$ cat config.mk
export PLATFORM = sky130hd
export DESIGN_NAME = demux_scan_seq
export DESIGN_NICKNAME = d
export VERILOG_FILES = /design/src/rtl/demux_scan_seq.sv
export SDC_FILE = /design/constraint.sdc
export NUM_CORES = 1
export LEC_CHECK = 0
export ABC_CLOCK_PERIOD_IN_PS = 2900
export CORE_MARGIN = 10
export CORE_UTILIZATION = 45
export CTS_BUF_LIST = sky130_fd_sc_hd__clkbuf_4
export DETAILED_ROUTE_END_ITERATION = 10
export GPL_ROUTABILITY_DRIVEN = 0
export PLACE_DENSITY = 0.68
export SYNTH_ARGS = -nofsm -noshare
export SYNTH_HDL_FRONTEND = slang
export SYNTH_SLANG_ARGS = --single-unit
$ cat constraint.sdc
create_clock -name CLK -period 2.9 [get_ports CLK]
set_clock_uncertainty 0.1 [all_clocks]
set_input_delay 0.58 -clock CLK [delete_from_list [all_inputs] [get_ports CLK]]
set_output_delay 0.58 -clock CLK [all_outputs]
set_load 0.01 [all_outputs]
$ cat src/rtl/demux_scan_seq.sv
// demux_scan_seq
//   Sweep sequencer for a 1-to-8 demultiplexer. An accepted START latches the
//   A/B data pattern, then S steps through channels 0..7. On each channel E is
//   held high for DWELL cycles, and E is held low for GAP cycles between
//   channels. BUSY is high outside IDLE. DONE pulses for one cycle when the
//   sweep completes.
//
//   Optional feature: define DEMUX_SEQ_LOOP_EN to make the sweep wrap 7->0
//   and repeat until STOP or RST. In that mode DONE pulses once per lap.
//
// Parameters
//   DWELL : cycles E stays high per channel (1..255)
//   GAP   : cycles E stays low between channels (0..255)
// Ports
//   CLK        : clock, rising edge
//   RST        : synchronous active-high reset
//   START      : sweep request (ignored while BUSY)
//   STOP       : abort request (priority over all other transitions)
//   A_IN, B_IN : data pattern, latched on an accepted START
//   E, A, B, S : registered demux enable / data / channel select
//   BUSY       : high in every state except IDLE
//   DONE       : one-cycle completion pulse

module demux_scan_seq #(
   parameter int unsigned DWELL = 4,
   parameter int unsigned GAP   = 1
) (
   input  logic       CLK,
   input  logic       RST,
   input  logic       START,
   input  logic       STOP,
   input  logic       A_IN,
   input  logic       B_IN,
   output logic       E,
   output logic       A,
   output logic       B,
   output logic [2:0] S,
   output logic       BUSY,
   output logic       DONE
);

   typedef enum logic [1:0] {StIdle, StDrive, StGap, StDone} state_e;

   // With GAP = 0 this wraps to 255, but StGap is then never entered.
   localparam logic [7:0] DwellLast = 8'(DWELL - 1);
   localparam logic [7:0] GapLast   = 8'(GAP - 1);

   state_e     state_q, state_d;
   logic [7:0] cnt_q, cnt_d;
   logic       e_d, a_d, b_d, busy_d, done_d;
   logic [2:0] s_d;
   logic       dwell_end, gap_end, last_ch, step_d;

   assign dwell_end = (cnt_q == DwellLast);
   assign gap_end   = (cnt_q == GapLast);
   assign last_ch   = (S == 3'd7);

   // DRIVE -> DRIVE channel step, only reachable with GAP = 0
   assign step_d    = (state_q == StDrive) && (state_d == StDrive) && dwell_end;

   // State and output registers
   always_ff @(posedge CLK) begin
      if (RST) begin
         state_q <= StIdle;
         cnt_q   <= 8'd0;
         E       <= 1'b0;
         A       <= 1'b0;
         B       <= 1'b0;
         S       <= 3'd0;
         BUSY    <= 1'b0;
         DONE    <= 1'b0;
      end else begin
         state_q <= state_d;
         cnt_q   <= cnt_d;
         E       <= e_d;
         A       <= a_d;
         B       <= b_d;
         S       <= s_d;
         BUSY    <= busy_d;
         DONE    <= done_d;
      end
   end

   // Next-state logic
   always_comb begin
      state_d = state_q;
      unique case (state_q)
         StIdle: begin
            if (START && !STOP) state_d = StDrive;
         end
         StDrive: begin
            if (STOP) begin
               state_d = StIdle;
            end else if (dwell_end) begin
`ifdef DEMUX_SEQ_LOOP_EN
               state_d = (GAP != 0) ? StGap : StDrive;
`else
               if (last_ch) state_d = StDone;
               else         state_d = (GAP != 0) ? StGap : StDrive;
`endif
            end
         end
         StGap: begin
            if (STOP)         state_d = StIdle;
            else if (gap_end) state_d = StDrive;
         end
         StDone: begin
            state_d = StIdle;
         end
         default: state_d = StIdle;
      endcase
   end

   // Counter and registered-output next values
   always_comb begin
      // Counter restarts on every state entry, including a DRIVE->DRIVE step
      if (state_q == StIdle || state_d != state_q || step_d) cnt_d = 8'd0;
      else                                                   cnt_d = 8'(cnt_q + 8'd1);

      e_d    = (state_d == StDrive);
      busy_d = (state_d != StIdle);
      // Marks the end of the channel-7 dwell: completion (or one lap in loop mode)
      done_d = (state_q == StDrive) && !STOP && dwell_end && last_ch;

      s_d = S;
      a_d = A;
      b_d = B;
      if (state_d == StIdle || state_d == StDone) begin
         s_d = 3'd0;
         a_d = 1'b0;
         b_d = 1'b0;
      end else if (state_q == StIdle && state_d == StDrive) begin
         s_d = 3'd0;
         a_d = A_IN;
         b_d = B_IN;
      end else if (step_d || (state_q == StGap && state_d == StDrive)) begin
         s_d = S + 3'd1;
      end
   end

endmodule

==> results of run 1 <==
-- through the flow --
step	worst slack (ns)	hold WS [ns]	util [%]
global route	0.02056	0.4678	59.84
global placement	0.1530	0.4113	58.73
finish	0.2632	0.4352	59.84
detailed placement	0.1104	0.4220	58.73
floorplan	0.3532	0.3922	-
CTS	0.2579	0.4423	59.84
-- cell usage after synthesis (2+ instances only) --
cell type / number / area [um^2]
buf_2: 2 / 10.01
nor3_1: 10 / 50.05
xnor2_1: 2 / 17.52
xor2_1: 4 / 35.03
and3_1: 2 / 12.51
mux2i_1: 2 / 20.02
ha_1: 6 / 75.07
o21ai_0: 6 / 30.03
and2_1: 3 / 18.77
nor2_1: 4 / 15.01
dfxtp_1: 18 / 360.4
nor2b_1: 5 / 31.28
inv_1: 4 / 15.01
a32oi_1: 2 / 17.52
a22o_1: 2 / 17.52
clkbuf_1: 3 / 11.26
nand3_1: 6 / 30.03
and3_2: 2 / 15.01
a21oi_1: 4 / 20.02
-- sequential cells by signal (all words and copies together), names as in the netlist --
register  flops
E             1
cnt_q         8
S             3
DONE          1
BUSY          1
state_q       2
B             1
A             1
-- power by group --
group          switching [mW]  internal [mW]  leakage (nW)
clock network          0.0778         0.0484        0.0138
logic                  0.0332         0.0306         0.289
registers             0.00160          0.251         0.146
-- worst paths after layout --
check	depth (start not counted)	end	start	slack, ns
max	9	S[2]	cnt_q[2]	0.26
min	2	A	A	0.44
max reg2reg	9	S[2]	cnt_q[2]	0.26
min reg2reg	2	A	A	0.44
-- what timing repair did --
| action | 4_1_cts | 5_1_grt |
|---|---|---|
| resized for setup | 0 | 1 |
| buffers inserted | 0 | 0 |
| setup endpoints to repair | 0 | 3 |
-- worst register-to-register path: stages, from the launching register on --
cell and delay [ns]:
dfxtp_1 0.38, nor4_4 0.41, and3_2 0.29, a22oi_1 0.09
or2_2 0.33, ha_1 0.22, nor2b_1 0.15, and2_1 0.17
or3_1 0.32, a21oi_1 0.12
-- kinds of logic after synthesis --
| family | Yosys count |
|---|---|
| AND/OR/NAND/NOR | 40 |
| AO/OA/AOI/OAI | 25 |
| flip-flops | 18 |
| buffers and inverters | 9 |
| XOR/XNOR | 6 |
| adder cells (fa/ha/maj) | 6 |
| multiplexers | 2 |
-- final cells by class --
| cell class | instances | area, um^2 | share of cell area, % |
|---|---|---|---|
| Clock buffer | 3 | 22.52 | 1.861 |
| Inverter | 4 | 15.01 | 1.241 |
| Multi-Input combinational cell | 79 | 588.1 | 48.60 |
| Sequential cell | 18 | 360.3 | 29.78 |
| Tap cell | 27 | 33.78 | 2.792 |
| Timing Repair Buffer | 21 | 190.2 | 15.72 |
-- routing by layer --
layer | vias to the layer above | routed length [um]
met2 | 24 | 946
met5 | - | 0
met1 | 409 | 1021
met4 | 0 | 58
li1 | 437 | -
met3 | 5 | 188
==> metrics, run 1 <==
Max-Cap Viols 0; Mapped Cells 106; Min-Delay Path Class register to register; Hold-fix buffers, CTS 0; CTS sink count 18; WP data arrival between 2 and 3 ns; RSZ-0062 raised after global routing no; Syn Nets ~120; IO Port Bufs 13; gr busiest metal met2; met2 Use GR 15.28%; number of library cell types mapped by synthesis 38; Leak 0.4483 nW; maximum VDD drop 280.4 uV; xor/xnor share of the synthesized area 5.337%; vias in the first global route slightly above 800; Async S/R FF share, synth 0%; Die X approximately 67 um; Cells after DPL between 100 and 150; cell with the largest stage delay on the worst path nor4_4; most common cell after layout, fill and taps aside dfxtp_1; grt met1 use between 10% and 20%; worst path bufs/invs 0; Die ar. between 4000 and 5000 um^2; DIE HEIGHT 66.78 um; sequential fraction of the synthesis area between 30 and 40%; worst skew pair latency ~0.3 ns; fillers 177; Worst setup EP type register; Final Max Slew Viols 0; DP Area 1187 um^2; fmax ~380 MHz; Layout area overhead 22.87%; met3 GRT Util about 4.0%; ys flop type dfxtp_1; min Tclk post-route about 2.6 ns; total CTS buffers 3; first-pass GRT wire length between 3000 and 4000 um; n_diodes 0; routed length per instance between 10 and 15 um; status finished, final reports clean; Top delay family on crit path simple AND/OR/NAND/NOR gates; CP Class register to register; drt drc 0; crit-path cells nor4_4, and3_2, a22oi_1, or2_2, ha_1, nor2b_1, and2_1, or3_1, a21oi_1; max_slew headroom 71.10%; Final ANT Viol Nets 0; DR vias/cell 5.757; Slew @ Worst Pin 0.4322 ns; Clock Root Buffer clkbuf_4; CTS tree built; number of synthesized register bits 18; DRT Pass-1 Iters 4; number of core rows 16; Yosys warning total 0; Compound-Gate Fraction of Synth Area 20.08%; Crit Path Max Fanout 6; clock buffer depth 2; share of cells above drive strength 1 between 10% and 20%; initial drt markers 31; H-tree levels 1; Netlist Area Pre-Place 984.7 um^2; Hold Vio Cnt, Final 0; synthesized area per cell 9.290 um^2; Final HPWL DP around 1600 um; core region area 2022 um^2; Adder-Cell Fraction of Synth Area 7.624%; mux cell area share after synthesis ~2.0%; Final TNS setup 0 ns; CP Launch Type register; final worst-path cycle share 90.92%; Via Count 875; Initial Utilization 48.70%; simple-gate area share of the yosys netlist roughly a quarter; post-route insts no fill 152; Power Density 365.7 nW/um^2; overall power about 440 uW; WP data required 3.04 ns; largest family of logic cells by synthesized area simple AND/OR/NAND/NOR gates; Clk pin slew, worst setup/hold paths ~0.10 ns; commonest cells after routing, fill and taps aside 18 x dfxtp_1, 13 x clkdlybuf4s50_1, 10 x nor3_1; fin nets 139; EDFF count, synth 0; antenna violations before repair 0; Critical Path Max Stage Delay 0.41 ns; post-layout instance area 1210 um^2; DRT Wirelength 2214 um; IO Pins 14; Total GRT Usage roughly 11%; Final Setup Violations 0; gr ovfl total 0; largest net degree at the start of global routing 12
(Power assumes the default switching activity.)
==> run 2, diff against run 1 <==
CTS_CLUSTER_DIAMETER = 40   (was unset)
==> results of run 2 <==
The final DEF is identical to that of run 1; final timing and power are the same.
==> run 3, diff against run 2 <==
CORE_UTILIZATION = 28   (was 45)
PLACE_DENSITY = unset   (was 0.68)
==> metrics, run 3 (synthesized netlist as in run 1, its figures left out) <==
antenna violations before repair 0 (unchanged); CP Launch Type register; Critical Path Max Stage Delay 0.37 ns (-0.04 ns); DIE HEIGHT 79.30 um (+19%); grt met1 use 7.895% (-5.6 points); CTS sink count 18 (unchanged); core region area 3363 um^2 (+66%); Final Max Slew Viols 0 (unchanged); WP data arrival 2.78 ns (about the same); worst path bufs/invs 0 (unchanged); Final TNS setup 0 ns (unchanged); Min-Delay Path Class register to register; cell with the largest stage delay on the worst path dfxtp_1; Total GRT Usage 7.149% (-3.8 points); CTS tree built; routed length per instance 13.08 um (-10%); Die ar. 6288 um^2 (+41%); share of cells above drive strength 1 15.45% (-0.55 points); initial drt markers 27 (-13%); Clock Root Buffer clkbuf_4; RSZ-0062 raised after global routing no; largest net degree at the start of global routing 12 (unchanged); Hold Vio Cnt, Final 0 (unchanged); postcts setup bufs 0 (unchanged); H-tree levels 1 (unchanged); most common cell after layout, fill and taps aside dfxtp_1; min Tclk post-route 2.651 ns (+0.01412 ns); maximum VDD drop 195.9 uV (-30%); first-pass GRT wire length 3760 um (+0.56%); max_slew headroom 71.22% (+0.12 points); hold wc startpoint S[2]; Die X 79.30 um (+19%); final worst-path cycle share 91.41% (+0.49 points); Max-Cap Viols 0 (unchanged); clock buffer depth 2 (unchanged); met3 GRT Util 4.167% (+0.15 points); Power Density 353.9 nW/um^2 (-3.2%); fillers 377 (+110%); drt drc 0 (unchanged); Crit Path Max Fanout 4 (-2); Initial Utilization 29.28% (-19 points); number of core rows 21 (+5); fmax 377.2 MHz (-0.53%); Worst setup EP type register; IO Pins 14 (unchanged); Final HPWL DP 1730 um (+5.0%); IO Port Bufs 13 (unchanged); DR vias/cell 5.006 (-13%); fin nets 137 (-1.4%); CP Class register to register; Layout Utilization 36.31% (-24 points); n_diodes 0 (unchanged); r2r startpoint cnt_q[3]; Leak 0.4354 nW (-2.9%); overall power 432.2 uW (-2.3%); status finished, final reports clean; Largest register FFs 8 (unchanged); total CTS buffers 3 (unchanged); Final Setup Violations 0 (unchanged); DRT Pass-1 Iters 4 (unchanged); Final ANT Viol Nets 0 (unchanged); Clk pin slew, worst setup/hold paths 0.10 ns (about the same); gr ovfl total 0 (unchanged); Layout area overhead 24.02%; Top delay family on crit path simple AND/OR/NAND/NOR gates; WP data required 3.03 ns (about the same); Setup crit start cnt_q[3]; Via Count 846 (-3.3%); Slew @ Worst Pin 0.4304 ns (-0.001794 ns); worst skew pair latency 0.29 ns (about the same); crit-path cells nor4_4, and3_2, a22oi_1, or2_2, ha_1, nor2b_1, and2_1, or3_1, a21oi_1; Largest regs cnt_q x8, S x3, state_q x2; gr busiest metal met2; Top reg by flops cnt_q; vias in the first global route 865 (+6.0%); DRT Wirelength 2210 um (-0.18%); commonest cells after routing, fill and taps aside 18 x dfxtp_1, 13 x clkdlybuf4s50_1, 10 x nor3_1; met2 Use GR 11.83% (-3.5 points)
run 3: cell count changes in the layout (fill, tap and decap cells not counted):
cell   previous run  this run
buf_4             8         6
ha_1              6         5
ha_2              0         1
run 3: report_power, final:
| part | switching, mW | total (mW) | internal, mW |
|---|---|---|---|
| Sequential | 0.00173 | 0.253 | 0.251 |
| Combinational | 0.0318 | 0.0602 | 0.0284 |
| Clock | 0.0711 | 0.119 | 0.0483 |
run 3: through the flow:
step | worst slack [ns] | hold slack [ns] | std cells | area (um^2)
after global routing | 0.07246 | 0.4578 | 169 | 1221
after CTS | 0.1862 | 0.4364 | 169 | 1219
after detailed placement | 0.1229 | 0.4106 | 166 | 1196
after floorplan | 0.3532 | 0.3922 | 106 | 984.7
after global placement | 0.1563 | 0.4124 | 166 | 1196
final | 0.2491 | 0.4265 | 169 | 1221
run 3: layout make-up:
cell class,instances,area [um^2],area share [%]
Sequential cell,18,360.3,29.51
Clock buffer,3,22.52,1.844
Multi-Input combinational cell,79,590.6,48.36
Inverter,4,15.01,1.230
Timing Repair Buffer,19,175.2,14.34
Tap cell,46,57.56,4.713
run 3: final timing paths:
| check | endpoint | slack [ns] | cells past startpoint |
|---|---|---|---|
| min reg2reg | S[2] | 0.43 | 2 |
| max reg2reg | S[1] | 0.25 | 9 |
| min | S[2] | 0.43 | 2 |
| max | S[1] | 0.25 | 9 |
run 3: routing by layer:
layer	up-vias	wire length (um)
met1	397	985
met2	14	1042
met5	-	0
li1	431	-
met4	0	12
met3	4	169
run 3: worst register-to-register path: cells and delay by family (launching register included):
family / cells / cell delay [ns]
fa+ha+maj: 1 / 0.24
simple gates: 6 / 1.65
compound gates: 2 / 0.23
flops: 1 / 0.37
run 3: what timing repair did:
item                                    4_1_cts  5_1_grt
resized for setup                             0        2
hold buffers                                  0        0
endpoints found under the setup margin        0        2
hold endpoints to repair                      0        0
